## src/rtl/spi_cmd_pkg.sv

```systemverilog
// Shared types for the SPI command controller: FSM states, header layout, write-FIFO entry.
// The entry struct is sized from SPI_W/SPI_A, so W/A overrides must be mirrored here.
package spi_cmd_pkg;
   localparam int SPI_W      = 16;
   localparam int SPI_A      = 8;
   localparam int HDR_WR_BIT = SPI_W - 1;

   typedef enum logic [1:0] {IDLE, HDR, DATA, SKIP} state_t;

   typedef struct packed {
      logic [SPI_A-1:0] addr;
      logic [SPI_W-1:0] data;
   } wr_entry_t;
endpackage

```

## src/rtl/spi_cmd_fifo.sv

```systemverilog
// Synchronous FIFO for queued register writes; head is visible combinationally.
module spi_cmd_fifo #(
   parameter int EW    = 24,
   parameter int DEPTH = 4
) (
   input  logic          clk,
   input  logic          reset,
   input  logic          push,
   input  logic          pop,
   input  logic [EW-1:0] din,
   output logic [EW-1:0] head,
   output logic          full,
   output logic          empty
);
   localparam int AW = $clog2(DEPTH);

   logic [EW-1:0] mem [DEPTH];
   logic [AW:0]   wp, rp;

   // Extra pointer bit distinguishes full from empty when indices match.
   always_ff @(posedge clk or posedge reset) begin
      if (reset) begin
         wp <= '0;
         rp <= '0;
         for (int i = 0; i < DEPTH; i++) mem[i] <= '0;
      end else begin
         if (push) begin
            mem[wp[AW-1:0]] <= din;
            wp <= wp + 1'b1;
         end
         if (pop) rp <= rp + 1'b1;
      end
   end

   assign head  = mem[rp[AW-1:0]];
   assign empty = (wp == rp);
   assign full  = (wp[AW] != rp[AW]) && (wp[AW-1:0] == rp[AW-1:0]);
endmodule

```

## src/rtl/spi_cmd_ctrl.sv

```systemverilog
// Frame decoder: header word then auto-incrementing writes into a backpressured FIFO.
// Define SPI_CMD_STATS_EN to add saturating frame_count/drop_count outputs.
module spi_cmd_ctrl
   import spi_cmd_pkg::*;
#(
   parameter int W     = SPI_W,
   parameter int A     = SPI_A,
   parameter int DEPTH = 4
) (
   input  logic         clk,
   input  logic         reset,
   input  logic [W-1:0] rx_word,
   input  logic         rx_valid,
   input  logic         rx_start,
   input  logic         rx_end,
   output logic [A-1:0] wr_addr,
   output logic [W-1:0] wr_data,
   output logic         wr_valid,
   input  logic         wr_ready,
   input  logic         clr_err,
   output logic         busy,
   output logic         frame_done,
   output logic         frame_err,
   output logic         overflow
`ifdef SPI_CMD_STATS_EN
   ,
   output logic [15:0]  frame_count,
   output logic [15:0]  drop_count
`endif
);
   state_t       state, state_n;
   logic [A-1:0] addr_cnt, addr_n;
   logic         push_req, push_ok, pop, drop, full, empty, done_n, err_n;
   wr_entry_t    din, head;

   assign pop     = !empty && wr_ready;
   assign push_ok = push_req && (!full || pop);
   assign drop    = push_req && !push_ok;
   assign din     = '{addr: addr_cnt, data: rx_word};

   spi_cmd_fifo #(.EW($bits(wr_entry_t)), .DEPTH(DEPTH)) u_fifo (
      .clk   (clk),
      .reset (reset),
      .push  (push_ok),
      .pop   (pop),
      .din   (din),
      .head  (head),
      .full  (full),
      .empty (empty)
   );

   assign wr_valid = !empty;
   assign wr_addr  = head.addr;
   assign wr_data  = head.data;
   assign busy     = (state != IDLE) || !empty;

   // Word first, then rx_end, then rx_start, so coincident strobes resolve in that order.
   always_comb begin
      state_n  = state;
      addr_n   = addr_cnt;
      push_req = 1'b0;
      done_n   = 1'b0;
      err_n    = 1'b0;
      if (state != IDLE && rx_valid) begin
         case (state)
            HDR: begin
               if (rx_word[HDR_WR_BIT]) begin
                  state_n = DATA;
                  addr_n  = rx_word[A-1:0];
               end else begin
                  state_n = SKIP;
               end
            end
            DATA: begin
               push_req = 1'b1;
               addr_n   = addr_cnt + 1'b1;
            end
            default: ;
         endcase
      end
      if (state != IDLE) begin
         if (rx_end) begin
            done_n  = 1'b1;
            err_n   = (state_n == HDR);
            state_n = IDLE;
         end else if (rx_start) begin
            err_n = 1'b1;
         end
      end
      if (rx_start) state_n = HDR;
   end

   always_ff @(posedge clk or posedge reset) begin
      if (reset) begin
         state      <= IDLE;
         addr_cnt   <= '0;
         frame_done <= 1'b0;
         frame_err  <= 1'b0;
         overflow   <= 1'b0;
      end else begin
         state      <= state_n;
         addr_cnt   <= addr_n;
         frame_done <= done_n;
         frame_err  <= err_n;
         overflow   <= drop | (overflow & ~clr_err);
      end
   end

`ifdef SPI_CMD_STATS_EN
   always_ff @(posedge clk or posedge reset) begin
      if (reset) begin
         frame_count <= '0;
         drop_count  <= '0;
      end else begin
         if (clr_err)                                frame_count <= {15'd0, done_n};
         else if (done_n && frame_count != 16'hFFFF) frame_count <= frame_count + 1'b1;
         if (clr_err)                                drop_count  <= {15'd0, drop};
         else if (drop && drop_count != 16'hFFFF)    drop_count  <= drop_count + 1'b1;
      end
   end
`endif
endmodule

```

## config.mk

```make
export PLATFORM = sky130hd
export DESIGN_NAME = spi_cmd_ctrl
export DESIGN_NICKNAME = d
export VERILOG_FILES = /design/src/rtl/spi_cmd_pkg.sv /design/src/rtl/spi_cmd_fifo.sv /design/src/rtl/spi_cmd_ctrl.sv
export SDC_FILE = /design/constraint.sdc
export NUM_CORES = 1
export LEC_CHECK = 0
export ABC_CLOCK_PERIOD_IN_PS = 14400
export CAP_MARGIN = 30
export CELL_PAD_IN_SITES_DETAIL_PLACEMENT = 0
export CELL_PAD_IN_SITES_GLOBAL_PLACEMENT = 2
export CORE_ASPECT_RATIO = 1.2
export CORE_MARGIN = 4
export CORE_UTILIZATION = 25
export DETAILED_ROUTE_END_ITERATION = 16
export GPL_TIMING_DRIVEN = 0
export PLACE_DENSITY_LB_ADDON = 0.1
export SLEW_MARGIN = 20
export SYNTH_ARGS = -nofsm -noshare
export SYNTH_HDL_FRONTEND = slang
export SYNTH_SLANG_ARGS = --single-unit
export TNS_END_PERCENT = 20
```

## constraint.sdc

```tcl
create_clock -name clk -period 14.4 [get_ports clk]
set_clock_uncertainty 0.2 [all_clocks]
set_input_delay 4.32 -clock clk [delete_from_list [all_inputs] [get_ports clk]]
set_output_delay 4.32 -clock clk [all_outputs]
set_load 0.005 [all_outputs]
```

After elaboration in Yosys (flattened, before gate mapping) --
Index checks and enable logic that the tools add are counted. Widths: inputs -> output; s select.
Storage, ports and cells: bits in registers 115, memories 0, bits in latches 0, bits in writable memories 0, bits in read-only memories 0, word-level logic and storage cells 64
Operators by class: magnitude comparators 3, reductions and logical operators 14, divide/modulo/power cells 0, bitwise gates (word level) 5, shift-type cells 0, multiplexer cells 21, equal/unequal tests 7, $add $sub $neg 3, multiply operators 0
Operators by type and width (count):
- $bwmux 96 | 1
- $mux 24 | 3
- $bmux 24 s2 | 1
- $demux 24 s2 | 1
- $pmux 8 s2 | 1
- $mux 2 | 5
- $add 8x1->8 const B | 1
- $mux 1 | 8
- $mux 8 | 1
- $add 3x1->3 const B | 2
- $ge 3x3->1 const B | 2
- $logic_and 1x1->1 | 6
- $not 2->3 | 2
- $eq 2x1->1 const B | 2
- $reduce_bool 2->1 | 2
- $eq 3x3->1 | 1
- $logic_not 1->1 | 3
- $lt 3x1->1 const B | 1
- $reduce_and 3->1 | 1
- $eq 2x2->1 | 1
- $eq 2x2->1 const B | 1
- $logic_or 1x1->1 | 2
- $ne 2x2->1 const B | 1
- $and 1x1->1 | 1
- 3 further kinds | 3

Depth between registers and ports, before layout --
Gate-level depths: netlist of run 1.
word-level depth 8, gate-level depth with buffers 7, gate-level depth less buffers 5

Cells and area by module --
Synthesis of run 1 repeated with hierarchy kept, for this count alone.
Second synthesis, totals: cell total of the unflattened synthesis 349, area total of the unflattened synthesis 5654.2 um^2
By module, submodules not included:
- spi_cmd_fifo | cells each 262, times used 1, area each 4873.4 um^2, sequential area each 2552.4 um^2
- spi_cmd_ctrl | cells each 87, times used 1, area each 780.7 um^2, sequential area each 325.3 um^2

Worst setup path after synthesis of run 1 --
OpenSTA, ideal clock, no wires.
kind reg2out, start point reg u_fifo.rp[0], end point out wr_data[10], path slack 8.553 ns, path buffers 2, cell stages (with the launch flop) 4, data arrival time 1.327 ns, required time 9.880 ns, path through dfrtp_1 -> buf_6 -> buf_2 -> mux4_2
On the way: longest elaborated chain between the ends 4
Ends and longest elaborated chain:
- start: declaration | RTL line spi_cmd_fifo.sv:18 | logic [AW:0] wp, rp;
- start signal: assignment | RTL line spi_cmd_fifo.sv:31 | if (pop) rp <= rp + 1'b1;
- $not 2->3 (implied by the code) | RTL line spi_cmd_fifo.sv:35 | assign head = mem[rp[AW-1:0]];
- $bmux 24 s2 | RTL line spi_cmd_fifo.sv:35
- $mux 24 (implied by the code) (2 in a row) | RTL line spi_cmd_fifo.sv:35
- end: declaration | RTL line spi_cmd_ctrl.sv:17 | output logic [W-1:0] wr_data,
No other way between the ends. The select of a mux whose other input is x is not followed.

Worst setup path in the final report of run 1 --
start point reg u_fifo.rp[1], end point out wr_addr[1]
On the way: longest elaborated chain between the ends 4
Ends and longest elaborated chain:
- $not 2->3 (implied by the code) | RTL line spi_cmd_fifo.sv:35
- $bmux 24 s2 | RTL line spi_cmd_fifo.sv:35
- $mux 24 (implied by the code) (2 in a row) | RTL line spi_cmd_fifo.sv:35
- end: declaration | RTL line spi_cmd_ctrl.sv:16 | output logic [A-1:0] wr_addr,
No other way between the ends. The select of a mux whose other input is x is not followed.

==> flow_summary.toml, run 1 <==
[placement]
place_congestion = 0.6927
io_buffers = 50
dp_hpwl_um = 8788
numPlacedInstances = 679

[setup_path]
rr_worst_depth = 6
critical_path.reg2reg.startpoint = "u_fifo.rp[1]"
critPathLaunchType = "flip-flop"
data_arrival_at_the_endpoint_of_the_critical_path_ns = 2.52
critical_path.endpoint_type = "primary output"
critPathRequiredTime_ns = 9.88
critical_path_peak_fanout = 10
timing.rr.end = "u_fifo.mem[61]"
worstSetupPathType = "flip-flop to primary output"
worst-r2r-setup-slack_ns = 12.31

[global_routing]
antenna_violations_before_repair = 0
overflow_left_after_global_routing = 0
grtUsageTotal_pct = 11.36
grt_start_max_net_pins = 65
first_global_vias = 3457
grt_first_pass_wirelength_um = 20830

[floorplanning]
start_util_pct = 25.63
die_width_um = 144.9
num_rows = 59
placeableCoreArea_um2 = 21920
floorplan.io_pins = 52
die-height_um = 172.2
fp.dieArea_um2 = 24950

[logic_synthesis]
number_of_flops_mapped_to_enable_cells_by_yosys = 0
ys_top_cells_by_area = "dfrtp_1 51%, mux2_4 14%, mux4_2 9.6%, mux2_2 9.2%, buf_12 2.9%"
post_synth_instance_area_um2 = 5619
syn-mean-instance-area_um2 = 15.87
async_reset_ff_share_pct = 100.0
synth_top_cell_by_area = "dfrtp_1"
synth.distinct_cells = 37
postSynthRegisterBits = 115
synthesis.instances = 354
synth-warning-count = 0
net_count_after_synthesis = 383
synth-seq-area-share_pct = 51.21
netlist.area_leader.share_pct = 51.21
synthFlopType = "dfrtp_1"

[min_path]
worst_hold_path.endpoint = "u_fifo.mem[66]"
min-delay-path-class = "flip-flop to flip-flop"
worstHoldStart = "u_fifo.mem[66]"
min_delay_path_depth = 1

[sta]
period_share_pct = 48.91
clock.fmax_ghz = 0.1420
fin_setup_tns_ns = 0
relative_slew_slack_pct = 43.61
post-route-min-period_ns = 7.044
setup-violations-final = 0
final_hold_viol_count = 0
hold_ws_ns = 0.2998
worstMarginPinSlew_ns = 0.8459
slew_viol_final = 0
rsz0062_at_grt = "false"

[flow_run]
cap_viol_max_count = 0

[routing]
remaining_drc_errors = 0
first_pass_iters = 4
route.top_layer_used = "met4"
num_vias = 3208
vias_per_cell = 4.512
postRouteWirelength_um = 13170
route.met3.wl_um = 472
wl_met1_um = 6232
met2RoutedLength_um = 6317
route.antenna.remaining_nets = 0
first_iter_violations = 122
post_drt_wl_per_cell_um = 18.52

[power]
p_per_area_nw_per_um2 = 166.7
leakagePower_nw = 3.325
max-vdd-ir-drop_uv = 71.21

[clock_network]
post-cts-setup-buffer-count = 0
tritoncts = "done"
cts_hold_buffers = 0
number_of_gates_resized_after_cts = 0
clock_tree.root_cell = "clkbuf_16"
cts.sink_count = 115
worst_skew_pair.late_latency_ns = 0.41
cts_htree_levels = 4
cts_buffer_depth = 2
cts-buffers-inserted = 17
cts.reportedPaths.clkPinSlew_ns = 0.06

[final_layout]
flow.area_growth_from_synthesis_pct = 25.92
drive_gt1_share_pct = 41.65
insertedDiodeCount = 0
nNetsFinal = 453
final-instance-count-excl-fill = 711

[status]
outcome = "completed"
[synth_stat cells, types with 5 or more instances]
master	n
dfrtp_1	115
mux2_4	52
mux2_2	46
mux4_2	24
nand2_1	15
a21oi_1	12
nand3_1	9
buf_12	8
o21ai_0	8
inv_1	7
buf_2	6
ha_1	6
clkbuf_1	5
[worst max-delay path by stage]
stage | end | slack (ns) | startpoint
after floorplan | addr_cnt[0] | 6.84 | reset
after global placement | u_fifo.mem[23] | 4.81 | reset
after detailed placement | wr_addr[4] | 7.76 | u_fifo.rp[1]
after CTS | wr_addr[1] | 7.30 | u_fifo.rp[1]
after global routing | wr_addr[1] | 7.24 | u_fifo.rp[1]
final | wr_addr[1] | 7.36 | u_fifo.rp[1]
[through the flow]
stage                     power [mW]  area (um2)  worst slack (ns)  utilization, %
final                          1.180        7076             7.356           32.27
after detailed placement      0.7809        6495             7.755           29.62
after CTS                      1.203        7076             7.301           32.27
after floorplan               0.6517        5619             6.836               -
after global routing           1.248        7076             7.237           32.27
after global placement        0.7759        6462             4.807           29.48
[routing by layer]
metal  global-route usage [%]  vias up
met2                    17.54       60
met1                    15.33     1696
met5                        0        -
met4                    4.016        0
met3                    3.126       10
li1                         -     1442
[cells by family (layout without fill, tap and decap cells)]
kind of cell / count (synthesis) / count (layout) / share of synthesized area [%]
flip-flops: 115 / 115 / 51.21
multiplexers: 124 / 124 / 33.09
adder cells (fa/ha/maj): 6 / 6 / 1.336
XOR/XNOR: 7 / 7 / 1.492
AND/OR/NAND/NOR: 43 / 43 / 4.943
buffers and inverters: 29 / 112 / 4.832
AO/OA/AOI/OAI: 30 / 30 / 3.095
[layout make-up]
cell class              instances  area [um2]
flip-flops and latches        115        2878
repair buffers                 51       528.0
well taps                     274       342.8
inverters                       7       31.28
plain buffers                  22       245.2
multi-input cells             210        2470
fillers                      2107       14850
clock buffers                  22       474.2
clock inverters                10       106.4
[critical path: stages, from the launching register on]
cell and delay, ns:
dfrtp_1 0.35, clkbuf_8 0.18, clkbuf_1 0.65, mux4_2 0.45, clkdlybuf4s50_1 0.47
[power by group]
part	switching [mW]	internal [mW]	leakage (nW)
registers	0.0456	0.388	1.54
clock network	0.147	0.266	0.289
logic	0.135	0.198	1.50
total	0.328	0.852	3.33
[registers in the layout, indices dropped and copies added (netlist names)]
| signal | flops |
|---|---|
| frame_err | 1 |
| u_fifo.wp | 3 |
| state | 2 |
| frame_done | 1 |
| u_fifo.rp | 3 |
| u_fifo.mem | 96 |
| addr_cnt | 8 |
| overflow | 1 |
[placed cells by master (no fill, tap or decap), types with 6 or more instances in the layout]
cell / instances
buf_12: 8
mux4_2: 24
mux2_4: 52
clkdlybuf4s50_1: 50
clkinv_2: 6
nand3_1: 9
a21oi_1: 12
ha_1: 6
o21ai_0: 8
nand2_1: 15
mux2_2: 46
clkbuf_16: 17
inv_1: 6
dfrtp_1: 115
buf_2: 6
clkbuf_1: 7
(Power assumes the default switching activity.)
==> inputs of run 2 (changes only) <==
--- a/config.mk
+++ b/config.mk
@@ -5,7 +5,7 @@
 export SDC_FILE = /design/constraint.sdc
 export NUM_CORES = 1
 export LEC_CHECK = 0
-export ABC_CLOCK_PERIOD_IN_PS = 14400
+export ABC_CLOCK_PERIOD_IN_PS = 6110
 export CAP_MARGIN = 30
 export CELL_PAD_IN_SITES_DETAIL_PLACEMENT = 0
 export CELL_PAD_IN_SITES_GLOBAL_PLACEMENT = 2
==> constraint.sdc (replaced) <==
create_clock -name clk -period 6.11 [get_ports clk]
set_clock_uncertainty 0.2 [all_clocks]
set_input_delay 1.833 -clock clk [delete_from_list [all_inputs] [get_ports clk]]
set_output_delay 1.833 -clock clk [all_outputs]
set_load 0.005 [all_outputs]
==> results of run 2 <==
The final DEF is identical to that of run 1. Status: completed.
Among the figures that moved: setup slack after placement 7.755 ns -> 1.952 ns; setup slack after layout 7.356 ns -> 1.553 ns; register-to-register setup slack 12.31 ns -> 4.02 ns; total power 1.180 mW -> 2.780 mW; worst IR drop on VDD 71.21 uV -> 167.8 uV
